### src/rtl/seg7_scan_ctrl.sv
// rtl/seg7_scan_ctrl.sv - 8-digit multiplexed 7-segment scan controller with shadow/active digit registers.
// Optional leading-zero blanking enabled by defining SEG7_LZB_EN.
module seg7_scan_ctrl #(
  parameter int DIV   = 1000,
  parameter int BLANK = 2,
  parameter int CW    = 16
) (
  input  logic       clks,
  input  logic       rst_n,
  input  logic       en,
  input  logic       wr_en,
  input  logic [2:0] wr_addr,
  input  logic [4:0] wr_data,
  input  logic       commit_req,
  input  logic [7:0] digit_en,
  output logic [7:0] sel,
  output logic [7:0] seg,
  output logic       commit_pend,
  output logic       frame_tick
);

  typedef enum logic [1:0] {ST_IDLE, ST_BLANK, ST_SHOW} state_t;

  localparam logic [CW-1:0] DIV_LAST   = CW'(DIV - 1);
  localparam logic [CW-1:0] BLANK_LAST = CW'(BLANK - 1);

  state_t          state;
  logic [2:0]      idx;
  logic [CW-1:0]   cnt;
  logic [7:0][4:0] shadow;
  logic [7:0][4:0] active;

  logic [7:0][4:0] act_nxt;
  logic [7:0]      lz_dark;
  logic            boundary;
  logic [2:0]      nidx;
  logic            lit;
  logic [7:0]      show_sel;
  logic [7:0]      show_seg;

  function automatic logic [7:0] decode(input logic [4:0] code);
    logic [7:0] p;
    case (code[3:0])
      4'h0: p = 8'hC0;
      4'h1: p = 8'hF9;
      4'h2: p = 8'hA4;
      4'h3: p = 8'hB0;
      4'h4: p = 8'h99;
      4'h5: p = 8'h92;
      4'h6: p = 8'h82;
      4'h7: p = 8'hF8;
      4'h8: p = 8'h80;
      4'h9: p = 8'h90;
      4'hA: p = 8'h88;
      4'hB: p = 8'h83;
      4'hC: p = 8'hC6;
      4'hD: p = 8'hA1;
      4'hE: p = 8'h86;
      default: p = 8'h8E;
    endcase
    p[7] = ~code[4];
    return p;
  endfunction

  assign boundary = en && (state == ST_SHOW) && (idx == 3'd7) && (cnt == DIV_LAST);

  // A SHOW entry on the frame-boundary edge must already see the committed digits.
  always_comb begin
    act_nxt = (boundary && commit_pend) ? shadow : active;
    lz_dark = '0;
`ifdef SEG7_LZB_EN
    begin
      logic all_zero;
      all_zero = 1'b1;
      for (int k = 7; k >= 1; k--) begin
        all_zero   = all_zero && (act_nxt[k] == 5'd0);
        lz_dark[k] = all_zero;
      end
    end
`endif
    nidx     = (state == ST_SHOW) ? idx + 3'd1 : idx;
    lit      = digit_en[nidx] && !lz_dark[nidx];
    show_sel = lit ? ~(8'd1 << nidx) : 8'hFF;
    show_seg = lit ? decode(act_nxt[nidx]) : 8'hFF;
  end

  always_ff @(posedge clks or negedge rst_n) begin
    if (!rst_n) begin
      state       <= ST_IDLE;
      idx         <= 3'd0;
      cnt         <= '0;
      sel         <= 8'hFF;
      seg         <= 8'hFF;
      commit_pend <= 1'b0;
      frame_tick  <= 1'b0;
      shadow      <= '0;
      active      <= '0;
    end else begin
      frame_tick <= boundary;
      if (wr_en) shadow[wr_addr] <= wr_data;
      if (boundary && commit_pend) begin
        active      <= shadow;
        commit_pend <= 1'b0;
      end else if (commit_req) begin
        commit_pend <= 1'b1;
      end

      if (!en) begin
        state <= ST_IDLE;
        idx   <= 3'd0;
        cnt   <= '0;
        sel   <= 8'hFF;
        seg   <= 8'hFF;
      end else begin
        case (state)
          ST_IDLE: begin
            cnt <= '0;
            if (BLANK == 0) begin
              state <= ST_SHOW;
              sel   <= show_sel;
              seg   <= show_seg;
            end else begin
              state <= ST_BLANK;
            end
          end
          ST_BLANK: begin
            if (cnt == BLANK_LAST) begin
              state <= ST_SHOW;
              cnt   <= '0;
              sel   <= show_sel;
              seg   <= show_seg;
            end else begin
              cnt <= cnt + 1'b1;
            end
          end
          ST_SHOW: begin
            if (cnt == DIV_LAST) begin
              idx <= idx + 3'd1;
              cnt <= '0;
              if (BLANK == 0) begin
                sel <= show_sel;
                seg <= show_seg;
              end else begin
                state <= ST_BLANK;
                sel   <= 8'hFF;
                seg   <= 8'hFF;
              end
            end else begin
              cnt <= cnt + 1'b1;
            end
          end
          default: begin
            state <= ST_IDLE;
            sel   <= 8'hFF;
            seg   <= 8'hFF;
          end
        endcase
      end
    end
  end

endmodule

### config.mk
export PLATFORM = sky130hd
export DESIGN_NAME = seg7_scan_ctrl
export DESIGN_NICKNAME = d
export VERILOG_FILES = /design/src/rtl/seg7_scan_ctrl.sv
export SDC_FILE = /design/constraint.sdc
export NUM_CORES = 1
export LEC_CHECK = 0
export ABC_AREA = 1
export BUFFER_PORTS_ARGS = -buffer_cell sky130_fd_sc_hd__buf_2
export CAP_MARGIN = 20
export CORE_MARGIN = 1
export CORE_UTILIZATION = 55
export CTS_BUF_LIST = sky130_fd_sc_hd__clkbuf_8
export DETAILED_ROUTE_END_ITERATION = 10
export GPL_TIMING_DRIVEN = 0
export MAX_ROUTING_LAYER = met4
export PLACE_DENSITY = 0.74
export SKIP_LAST_GASP = 1
export SLEW_MARGIN = 10
export SYNTH_ARGS = -nofsm -noshare
export SYNTH_HDL_FRONTEND = slang
export SYNTH_SLANG_ARGS = --single-unit
### constraint.sdc
create_clock -name clks -period 5.2 [get_ports clks]
set_input_delay 0.52 -clock clks [delete_from_list [all_inputs] [get_ports clks]]
set_output_delay 0.52 -clock clks [all_outputs]
set_load 0.05 [all_outputs]
Word level (Yosys, flattened, before mapping)

Memories as Yosys holds them, arrays and structs flattened.
Cells that the tools add are included.

Register bits after elaboration: 119
Bits in read-only memories: 120
Input bits: 21
Output and inout bits: 18
Memories kept: 2

Add/sub/neg operators: 2
Magnitude comparators: 3
Eq/ne operators: 11
Shifts and indexed selects: 1
Mux-type cells: 32
Bitwise operators: 2
Reductions and logical operators: 12

Memory list:

| name            | depth | bits a word | read ports | clocked after Yosys merged registers in | write ports | RTL line | text |
|---|---|---|---|---|---|---|---|
| (no name shown) | 16    | 7           | 1          | 0                                       | 0           | 43       | `case (code[3:0])` |
| (no name shown) | 8     | 1           | 1          | 0                                       | 0           | 82       | `lit = digit_en[nidx] && !lz_dark[nidx];` |

Operators with widths:

| cell                                                                          | count |
|---|---|
| 8-bit 2-to-1 mux                                                              | 7 |
| 16-bit 2-to-1 mux                                                             | 3 |
| 16-bit case mux with 3 select lines                                           | 1 |
| 8-bit case mux with 3 select lines                                            | 2 |
| 40-bit bitwise mux                                                            | 1 |
| 40-bit 2-to-1 mux                                                             | 1 |
| 16-bit by 1-bit adder with 16-bit output (second input constant)              | 1 |
| 16-bit by 1-bit equality test with 1-bit output (second input constant)       | 1 |
| 16-bit by 10-bit equality test with 1-bit output (second input constant)      | 1 |
| 5-bit binary-select mux with 3-bit select                                     | 1 |
| 5-bit demux with 3-bit select                                                 | 1 |
| 3-bit 2-to-1 mux                                                              | 4 |
| 5-bit 2-to-1 mux                                                              | 2 |
| 3-bit by 4-bit less-than comparator with 1-bit output (second input constant) | 2 |
| 8-bit NOT                                                                     | 1 |
| 1-bit by 3-bit left shift with 8-bit output (first input constant)            | 1 |
| 1-bit logical AND                                                             | 6 |
| 2-bit 2-to-1 mux                                                              | 3 |
| 2-bit case mux with 3 select lines                                            | 1 |
| 1-bit 2-to-1 mux                                                              | 4 |
| 2-bit by 1-bit != test with 1-bit output (second input constant)              | 2 |
| 4-bit by 1-bit != test with 1-bit output (second input constant)              | 1 |
| 2-bit AND reduction                                                           | 2 |
| 3-bit by 1-bit adder with 3-bit output (second input constant)                | 1 |
| 13 further kinds                                                              | 13 |

Longest topological paths before layout

Gate-level depths: netlist (run 1).

Depth in word-level cells: 13
Mapped depth: 22
Mapped depth without buffers: 21

Least setup slack after synthesis (run 1)

No wires, ideal clock.

Path kind: flip-flop to flip-flop
From: register state[0]
To: register seg[3]
Setup time: 0.072 ns
Arrival: 2.507 ns
Required time: 5.128 ns
Setup slack: 2.620 ns
Cell stages (with the launch flop): 22
Clock period less this slack: 2.580 ns
Cell sequence: dfrtp_1 -> inv_1 -> ha_1 -> buf_4 -> nand2_1 -> nor2_4 -> buf_4 -> buf_4 -> nand4_1 -> nand3_1 -> nand2_1 -> nor2_1 -> nand2_1 -> nand2_2 -> inv_1 -> ha_1 -> nand3_1 -> nand2_1 -> nand2_1 -> nand3_1 -> nand2_1 -> inv_1

Cells in the longest elaborated chain, start to end: 13
Elaborated cells on any way between the ends: 26
Those cells by class: 5 x eq/ne; 11 x mux; 8 x reduce/logical; 2 x memory

RTL lines:

| what                                      | RTL line    | text |
|---|---|---|
| from (decl)                               | 27          | `state_t state;` |
| from (signal assigned)                    | 89          | `state <= ST_IDLE;` |
| from (signal assigned)                    | 109         | `state <= ST_IDLE;` |
| from (signal assigned)                    | 119         | `state <= ST_SHOW;` |
| 2-bit equality test                       | 65, 81, 115 |  |
| 1-bit logical AND (3 in a row)            | 65          | `assign boundary = en && (state == ST_SHOW) && (idx == 3'd7) && (cnt == DIV_LAST);` |
| 1-bit logical AND                         | 69          | `act_nxt = (boundary && commit_pend) ? shadow : active;` |
| 40-bit 2-to-1 mux                         | n/a         |  |
| 5-bit binary-select mux with 3-bit select | 84          | `show_seg = lit ? decode(act_nxt[nidx]) : 8'hFF;` |
| 5-bit 2-to-1 mux (not written as such)    | 84          |  |
| memory read 16 x 7 bit                    | n/a         |  |
| 8-bit 2-to-1 mux                          | 84          |  |
| 8-bit 2-to-1 mux                          | 127         | `if (cnt == BLANK_LAST) begin` |
| 8-bit case mux with 3 select lines        | 115         | `case (state)` |
| 8-bit 2-to-1 mux                          | 108         | `if (!en) begin` |
| to (signal assigned)                      | 121         | `seg <= show_seg;` |
| to (signal assigned)                      | 131         | `seg <= show_seg;` |
| to (signal assigned)                      | 142         | `seg <= show_seg;` |
| to (decl)                                 | 17          | `output logic [7:0] seg,` |

Several ways; a longest one is shown, not always the timed one. The select of a mux whose other input is x is not followed.
A chain may end at the register's enable or synchronous reset.

Worst setup path in the final report (run 1)

From: register idx[0]
To: register sel[1]

Cells in the longest elaborated chain, start to end: 10
Elaborated cells on any way between the ends: 14
Those cells by class: 1 x add/sub; 1 x shift; 8 x mux; 1 x bitwise; 2 x reduce/logical; 1 x memory

RTL lines:

| what                                   | RTL line | text |
|---|---|---|
| from (decl)                            | 28       | `logic [2:0] idx;` |
| from (signal assigned)                 | 138      | `idx <= idx + 3'd1;` |
| 3-bit by 1-bit adder with 3-bit output | 81       | `nidx = (state == ST_SHOW) ? idx + 3'd1 : idx;` |
| 3-bit 2-to-1 mux *                     | 81       |  |
| memory read 8 x 1 bit                  | n/a      |  |
| 1-bit 2-to-1 mux (not written as such) | 82       |  |
| 1-bit logical NOT                      | 82       |  |
| 1-bit logical AND                      | 82       |  |
| 8-bit 2-to-1 mux *                     | 83       | `show_sel = lit ? ~(8'd1 << nidx) : 8'hFF;` |
| 8-bit 2-to-1 mux *                     | 127      |  |
| 8-bit case mux with 3 select lines *   | 115      |  |
| 8-bit 2-to-1 mux *                     | 108      |  |
| to (signal assigned)                   | 120      | `sel <= show_sel;` |
| to (signal assigned)                   | 130      | `sel <= show_sel;` |
| to (signal assigned)                   | 141      | `sel <= show_sel;` |
| to (decl)                              | 16       | `output logic [7:0] sel,` |

Mark *: on every way between the ends. The rest lies on a longest branch, timed or not. The select of a mux whose other input is x is not followed.

==> results.txt, run 1 <==
Outcome = finished clean
Critical Path AT = 3490 ps
Post-synthesis to final-layout area growth = 13.72%
Setup Buffers After CTS = 0
Crit path launch = idx[0]$_DFFE_PN0P_
Yosys top cell area share = 42.14%
Least-Margin Pin Slew = 677.7 ps
WP data required = 5560 ps
# IOs = 39
Most frequent cells in the layout = 175 x nand2_1, 123 x inv_1, 103 x dfrtp_1
Avg WL per Cell = 14.70 µm
Layout net count = 858
First-pass GRT wire length = 24.05 mm
Post-synthesis cell count = 764
Hold Crit Start = wr_data[1]
Cell taking the most area after synthesis = dfrtp_1
Global Route Usage Sum = 27.96%
Commonest non-fill, non-tap cell in the layout = nand2_1
IO Port Bufs = 37
Gpl congestion = 0.8690
Post-CTS Resized = 0
Crit Path Class = register to register
Die Span Y = 107.5 µm
DPL Wire Length = 10.36 mm
Sink Count = 119
Post-synthesis cell area = 6117 µm²
Count of pins over their slew limit = 0
Largest net degree at the start of global routing = 83
Setup violations, final = 0
CTS tree = built
Die span in x = 107.5 µm
Fmax = 0.3196 GHz
Relative slew slack = 54.44%
Root Driver = clkbuf_8
Violation count after the first detailed-routing iteration = 442
Vias in the first global route = 5034
Clk pin slew, worst setup/hold paths = 70 ps
Setup Skew = 6.900 ps
Reg-to-reg startpoint = idx[0]$_DFFE_PN0P_
CP Max Fanout = 10
Yosys reg bits = 119
1st-pass router iterations = 5
Share of cells above drive strength 1 = 16.53%
Drc violations = 0
Die area = 11550 µm²
Crit share post-route = 60.18%
Lkg Pwr = 3.401 nW
Yosys warning total = 0
Final Hold Viols = 0
Ant diodes = 0
Yosys cell types = 39
Synthesized Nets = 799
Area post-placement = 6511 µm²
Core Area = 10840 µm²
Initial core utilization = 56.43%
PwrDens = 363.4 nW/µm²
Setup crit end kind = register
# rows = 38
Clock Latency Late Sink = 430 ps
H-tree Lvls = 4
Peak supply drop = 225.7 µV
Seq/Total Area, Yosys = 49.01%
Vias = 5176
Fin crit period = 3129 ps
Routed WL = 14.33 mm
Worst hold slack = 307.8 ps
Worst Hold Class = primary input to register
Post-route ant nets = 0
Synth area leaders = dfrtp_1 42%, nand2_1 11%, inv_1 7.4%, dfstp_2 6.9%, o21ai_0 5.3%
Total CTS buffers = 17
Finished layout cell area = 6957 µm²
Syn Area/Cell = 8.007 µm²
Initial antenna violation count = 0
Clock Path Buffers = 2
Crit path launch type = register
Max Cap Viol = 0
Unrepaired setup endpoints after global routing = no
Grt ovf = 0
Hold buffers post-CTS = 1
Setup tns final = 0 ps
Via density = 5.309
==> flip-flops by register name, indices dropped and copies added, names as in the netlist <==
signal	count
frame_tick	1
cnt	16
commit_pend	1
sel	8
idx	3
state	2
shadow	40
active	40
seg	8
==> routing by layer <==
layer,GRT usage (%),vias up,part of all wire [%]
li1,-,2558,-
met1,35.82,2453,46
met2,44.56,153,49
met3,6.477,12,4.8
met4,8.121,0,0.89
met5,-,-,0
==> synth_stat cells, drive strengths merged <==
cell,instances
and2,12
mux2i,2
nand3,59
nor2,59
buf,15
nor4,5
o22ai,7
dfrtp,103
o211ai,2
a211oi,1
nor3,13
o41ai,1
a31oi,1
nand2,181
or2,9
clkinv,1
nand2b,1
clkbuf,3
a21boi,3
dfstp,16
a21oi,18
nor3b,2
ha,14
xor2,1
inv,133
a2bb2oi,1
o21ai,74
nand4,27
==> power by group <==
part / switching [W] / internal (W) / total [W] / leakage [nW]
sequential: 0.0000510 / 0.00101 / 0.00106 / 1.39
combinational: 0.000379 / 0.000172 / 0.000551 / 1.78
clock: 0.000362 / 0.000551 / 0.000913 / 0.227
total: 0.000792 / 0.00174 / 0.00253 / 3.40
==> cells by family after synthesis <==
| family | Yosys count | synth area share [%] |
|---|---|---|
| AO/OA/AOI/OAI | 108 | 9.491 |
| XOR/XNOR | 1 | 0.1432 |
| adder cells (fa/ha/maj) | 14 | 2.864 |
| buffers and inverters | 152 | 10.45 |
| flip-flops | 119 | 49.01 |
| multiplexers | 2 | 0.3273 |
| AND/OR/NAND/NOR | 368 | 27.72 |
==> worst paths after layout <==
kind | end | slack [ps] | cells past startpoint
worst min-delay path | shadow[36]$_DFFE_PN0P_ | 310 | 3
worst max-delay path | sel[1]$_DFFE_PN1P_ | 2070 | 13
worst min register to register | active[3]$_DFF_PN0_ | 480 | 2
worst max register to register | sel[1]$_DFFE_PN1P_ | 2070 | 13
max in group asynchronous | active[16]$_DFF_PN0_ | 3930 | 3
min in group asynchronous | cnt[4]$_DFFE_PN0P_ | 550 | 2
==> area by class of cell <==
class | instances | area, µm²
Clock inverter | 11 | 155.1
Fill cell | 928 | 3884
Multi-Input combinational cell | 493 | 2480
Timing Repair Buffer | 40 | 234.0
Sequential cell | 119 | 2998
Inverter | 134 | 503.0
Clock buffer | 20 | 275.3
Buffer | 18 | 136.4
Tap cell | 140 | 175.2
==> critical path: stages (launching register included) <==
cell	delay (ps)
dfrtp_1	410
ha_1	210
ha_1	290
nand2_1	90
o21ai_2	160
inv_1	120
clkbuf_1	510
mux2i_1	380
nand2_1	170
inv_1	210
buf_2	250
nand3_1	100
o21ai_0	110
inv_1	60
==> metrics by stage <==
stage / utilization, % / total power [W] / setup slack, ps / instances
floorplan: - / 0.001464 / 2620 / 764
global route: 64.17 / 0.002667 / 1814 / 975
detailed placement: 60.06 / 0.001625 / 2075 / 942
finish: 64.17 / 0.002528 / 2071 / 975
global placement: 59.75 / 0.001598 / 2135 / 941
CTS: 64.13 / 0.002538 / 2069 / 974
No activity file was read; power rests on OpenSTA's default activity.
==> run 2: changes to the inputs <==
--- a/config.mk
+++ b/config.mk
@@ -5,7 +5,7 @@
 export SDC_FILE = /design/constraint.sdc
 export NUM_CORES = 1
 export LEC_CHECK = 0
-export ABC_AREA = 1
+export ABC_AREA = 0
 export BUFFER_PORTS_ARGS = -buffer_cell sky130_fd_sc_hd__buf_2
 export CAP_MARGIN = 20
 export CORE_MARGIN = 1
==> constraint.sdc (replaced) <==
create_clock -name clks -period 3.2 [get_ports clks]
set_input_delay 0.32 -clock clks [delete_from_list [all_inputs] [get_ports clks]]
set_output_delay 0.32 -clock clks [all_outputs]
set_load 0.05 [all_outputs]
==> run 2 against run 1 <==
Die area down 1.8%. Largest power group unchanged. Non-clock buffer count up 46. Core utilization up 6.8 points. Design area up 6.7%. Via count down 5.4%. Clock skew up 5.7 ps. Area after synthesis down 1.9%. Routed wire length up 6.1%. Largest cell class is now multi-input gates. Clock power up 59%. Global-route usage up 0.56 points. Total power up 59%.
==> results.txt, run 2 <==
Worst Hold Class = primary input to register
Ant diodes = 0
Compound-Gate Fraction of Synth Area = 7.732%
Setup Skew = 12.64 ps
Top_reg_cell synth = dfrtp_1
Root Driver = clkbuf_8
Initial core utilization = 57.38%
Worst R2R End = seg[6]$_DFFE_PN1P_
Hold Path End = commit_pend$_DFFE_PN0P_
Yosys top cell area share = 42.93%
Yosys reg bits = 119
Crit path launch type = register
Switching share of power = 30.19%
Finished layout cell area = 7421 µm²
Largest net degree at the start of global routing = 90
Peak supply drop = 454.4 µV
Yosys cell types = 64
Post-synth EDFFs = 0
Vias = 4897
Via density = 5.851
Synth Area in XOR/XNOR = 2.168%
Final Hold Viols = 0
Grt ovf = 0
Post-synthesis cell area = 6003 µm²
Least-Margin Pin Slew = 1191 ps
Critical Path AT = 3520 ps
Clk pin slew, worst setup/hold paths = 70 ps
Total CTS buffers = 17
Gpl congestion = 0.8361
DPL Wire Length = 9.716 mm
Most frequent cell after synthesis = nand2_1
Hold path depth = 3
Sequential Power Share = 43.7%
Seq/Total Area, Yosys = 49.94%
Post-route ant nets = 0
Syn Area/Cell = 10.24 µm²
Relative slew slack = 20.40%
Synth cell count leaders = 153 x nand2_1, 103 x dfrtp_1, 48 x mux2_2
Die span in x = 106.5 µm
Int Pwr = 0.002811 W
Crit share post-route = 98.89%
WP data required = 3560 ps
Multiplexer area fraction after synthesis = 12.80%
Most frequent cells in the layout = 153 x nand2_1, 100 x dfrtp_1, 45 x mux2_2
Count of pins over their slew limit = 0
Largest family of logic cells by synthesized area = simple AND/OR/NAND/NOR gates
Outcome = finished clean
CP Max Fanout = 7
CTS tree = built
Synth area leaders = dfrtp_1 43%, nand2_1 9.6%, mux2_2 9.0%, dfstp_2 7.0%, ha_1 2.9%
Synth Area in Adders = 2.918%
FFs w/ async S/R, synth = 100.0%
Commonest non-fill, non-tap cell in the layout = nand2_1
Clock Path Buffers = 2
First-pass GRT wire length = 23.70 mm
IO Port Bufs = 38
Slowest-stage cell, CP = dfrtp_1
Clock power share = 36.1%
# rows = 37
Avg WL per Cell = 18.16 µm
PwrDens = 542.6 nW/µm²
Setup violations, final = 0
Max Cap Viol = 0
Cell taking the most area after synthesis = dfrtp_1
Largest registers = active x40, shadow x40, cnt x16
Layout net count = 723
Reg-to-reg startpoint = idx[1]$_DFFE_PN0P_
Slowest cell delay on critical path = 460 ps
Vias in the first global route = 4683
Fin crit period = 3165 ps
1st-pass router iterations = 5
Global Route Usage Sum = 28.52%
Synth Area in Simple Gates = 21.82%
Share of cells above drive strength 1 = 35.09%
Yosys warning total = 0
Total power draw = 0.004026 W
Sw Pwr = 0.001216 W
Routed WL = 15.20 mm
Reg2Reg Setup Slack = 40 ps
Fmax = 0.3160 GHz
Hold Crit Start = commit_req
Worst reg2reg path depth = 15
# IOs = 39
Post-synthesis to final-layout area growth = 23.61%
Combinational power share = 20.2%
Core Area = 10460 µm²
Sink Count = 119
Unrepaired setup endpoints after global routing = yes
Initial antenna violation count = 0
Top cell by count, worst path = ha_4
H-tree Lvls = 4
Clock Latency Late Sink = 450 ps
Die area = 11340 µm²
Setup crit end kind = register
Area post-placement = 6434 µm²
Crit Path Class = register to register
Post-synthesis cell count = 586
Synthesized Nets = 621
Die Span Y = 106.5 µm
Critical-path cell list = ha_4 > ha_1 > nand2_1 > nor2_4 > nand2_4 > buf_8 > buf_6 > nand3_1 > and3_1 > a311o_2 > inv_4 > ha_4 > or3b_4 > a21boi_2 > o31ai_2
Violation count after the first detailed-routing iteration = 379
Lkg Pwr = 3.335 nW
Drc violations = 0
run 2: final cells by class:
cell class,instances,area (µm²)
plain buffers,21,178.9
clock inverters,14,173.9
repair buffers,83,553.0
inverters,8,32.53
multi-input cells,438,3063
clock buffers,18,247.7
fillers,736,3042
flip-flops and latches,119,3002
well taps,136,170.2
run 2: cell families after synthesis:
group                      Yosys count
AOI/OAI and AO/OA                   68
adders and majority gates           14
muxes                               64
buffers and inverters               29
DFF                                119
xor gates and xnor gates            14
and+or+nand+nor                    278
run 2: stage by stage:
stage | cells | hold WS, ps | setup slack, ps | util [%] | setup TNS, ps
3_5_place_dp | 763 | 220.7 | -762.0 | 61.49 | -3153
6_report | 837 | 83.85 | 35.38 | 70.93 | 0
2_1_floorplan | 586 | 24.41 | 3.416 | - | 0
4_1_cts | 815 | 75.83 | -57.58 | 68.29 | -78.64
5_1_grt | 837 | 76.29 | -96.29 | 70.93 | -258.9
3_3_place_gp | 760 | 442.4 | -746.2 | 61.05 | -2838
run 2: repair_timing:
item / CTS / global route
pin swaps: 12 / 12
endpoints found under the setup margin: 15 / 6
endpoints found under the hold margin: 30 / 0
gates cloned: 0 / 1
setup buffers: 19 / 20
hold buffers: 1 / 0
resized for setup: 36 / 25
run 2: worst max path at each step:
stage,cells after the start,start,end,slack (ps)
finish,15,idx[1]$_DFFE_PN0P_,seg[6]$_DFFE_PN1P_,40
global route,13,cnt[14]$_DFFE_PN0P_,seg[6]$_DFFE_PN1P_,-100
CTS,15,state[0]$_DFFE_PN0P_,seg[0]$_DFFE_PN1P_,-60
detailed placement,11,idx[0]$_DFFE_PN0P_,seg[0]$_DFFE_PN1P_,-760
global placement,11,idx[0]$_DFFE_PN0P_,seg[0]$_DFFE_PN1P_,-750
floorplan,15,idx[0]$_DFFE_PN0P_,seg[0]$_DFFE_PN1P_,3
run 2: worst max-delay path, delay by kind of cell, from the launching register on:
kind                     cells  cell delay (ps)
AND/OR/NAND/NOR              6              940
buffers and inverters        3              360
flip-flops                   1              460
AO/OA/AOI/OAI                3              780
adder cells (fa/ha/maj)      3              520
run 2: per-layer routing:
metal  part of all wire, %  GRT usage (%)  vias to the layer above
met2                    50          45.41                      164
met4                   2.1          7.632                        0
met1                    43          36.52                     2444
met3                   4.5          7.296                       34
met5                     0              -                        -
li1                      -              -                     2255
run 2: power by group through the flow:
stage                     sequential (W)  combinational, W  clock (W)
after floorplan                  0.00180          0.000435          0
after global placement           0.00177          0.000634          0
after detailed placement         0.00178          0.000667          0
after CTS                        0.00175          0.000731    0.00147
after global routing             0.00177          0.000877    0.00154
final                            0.00176          0.000813    0.00145
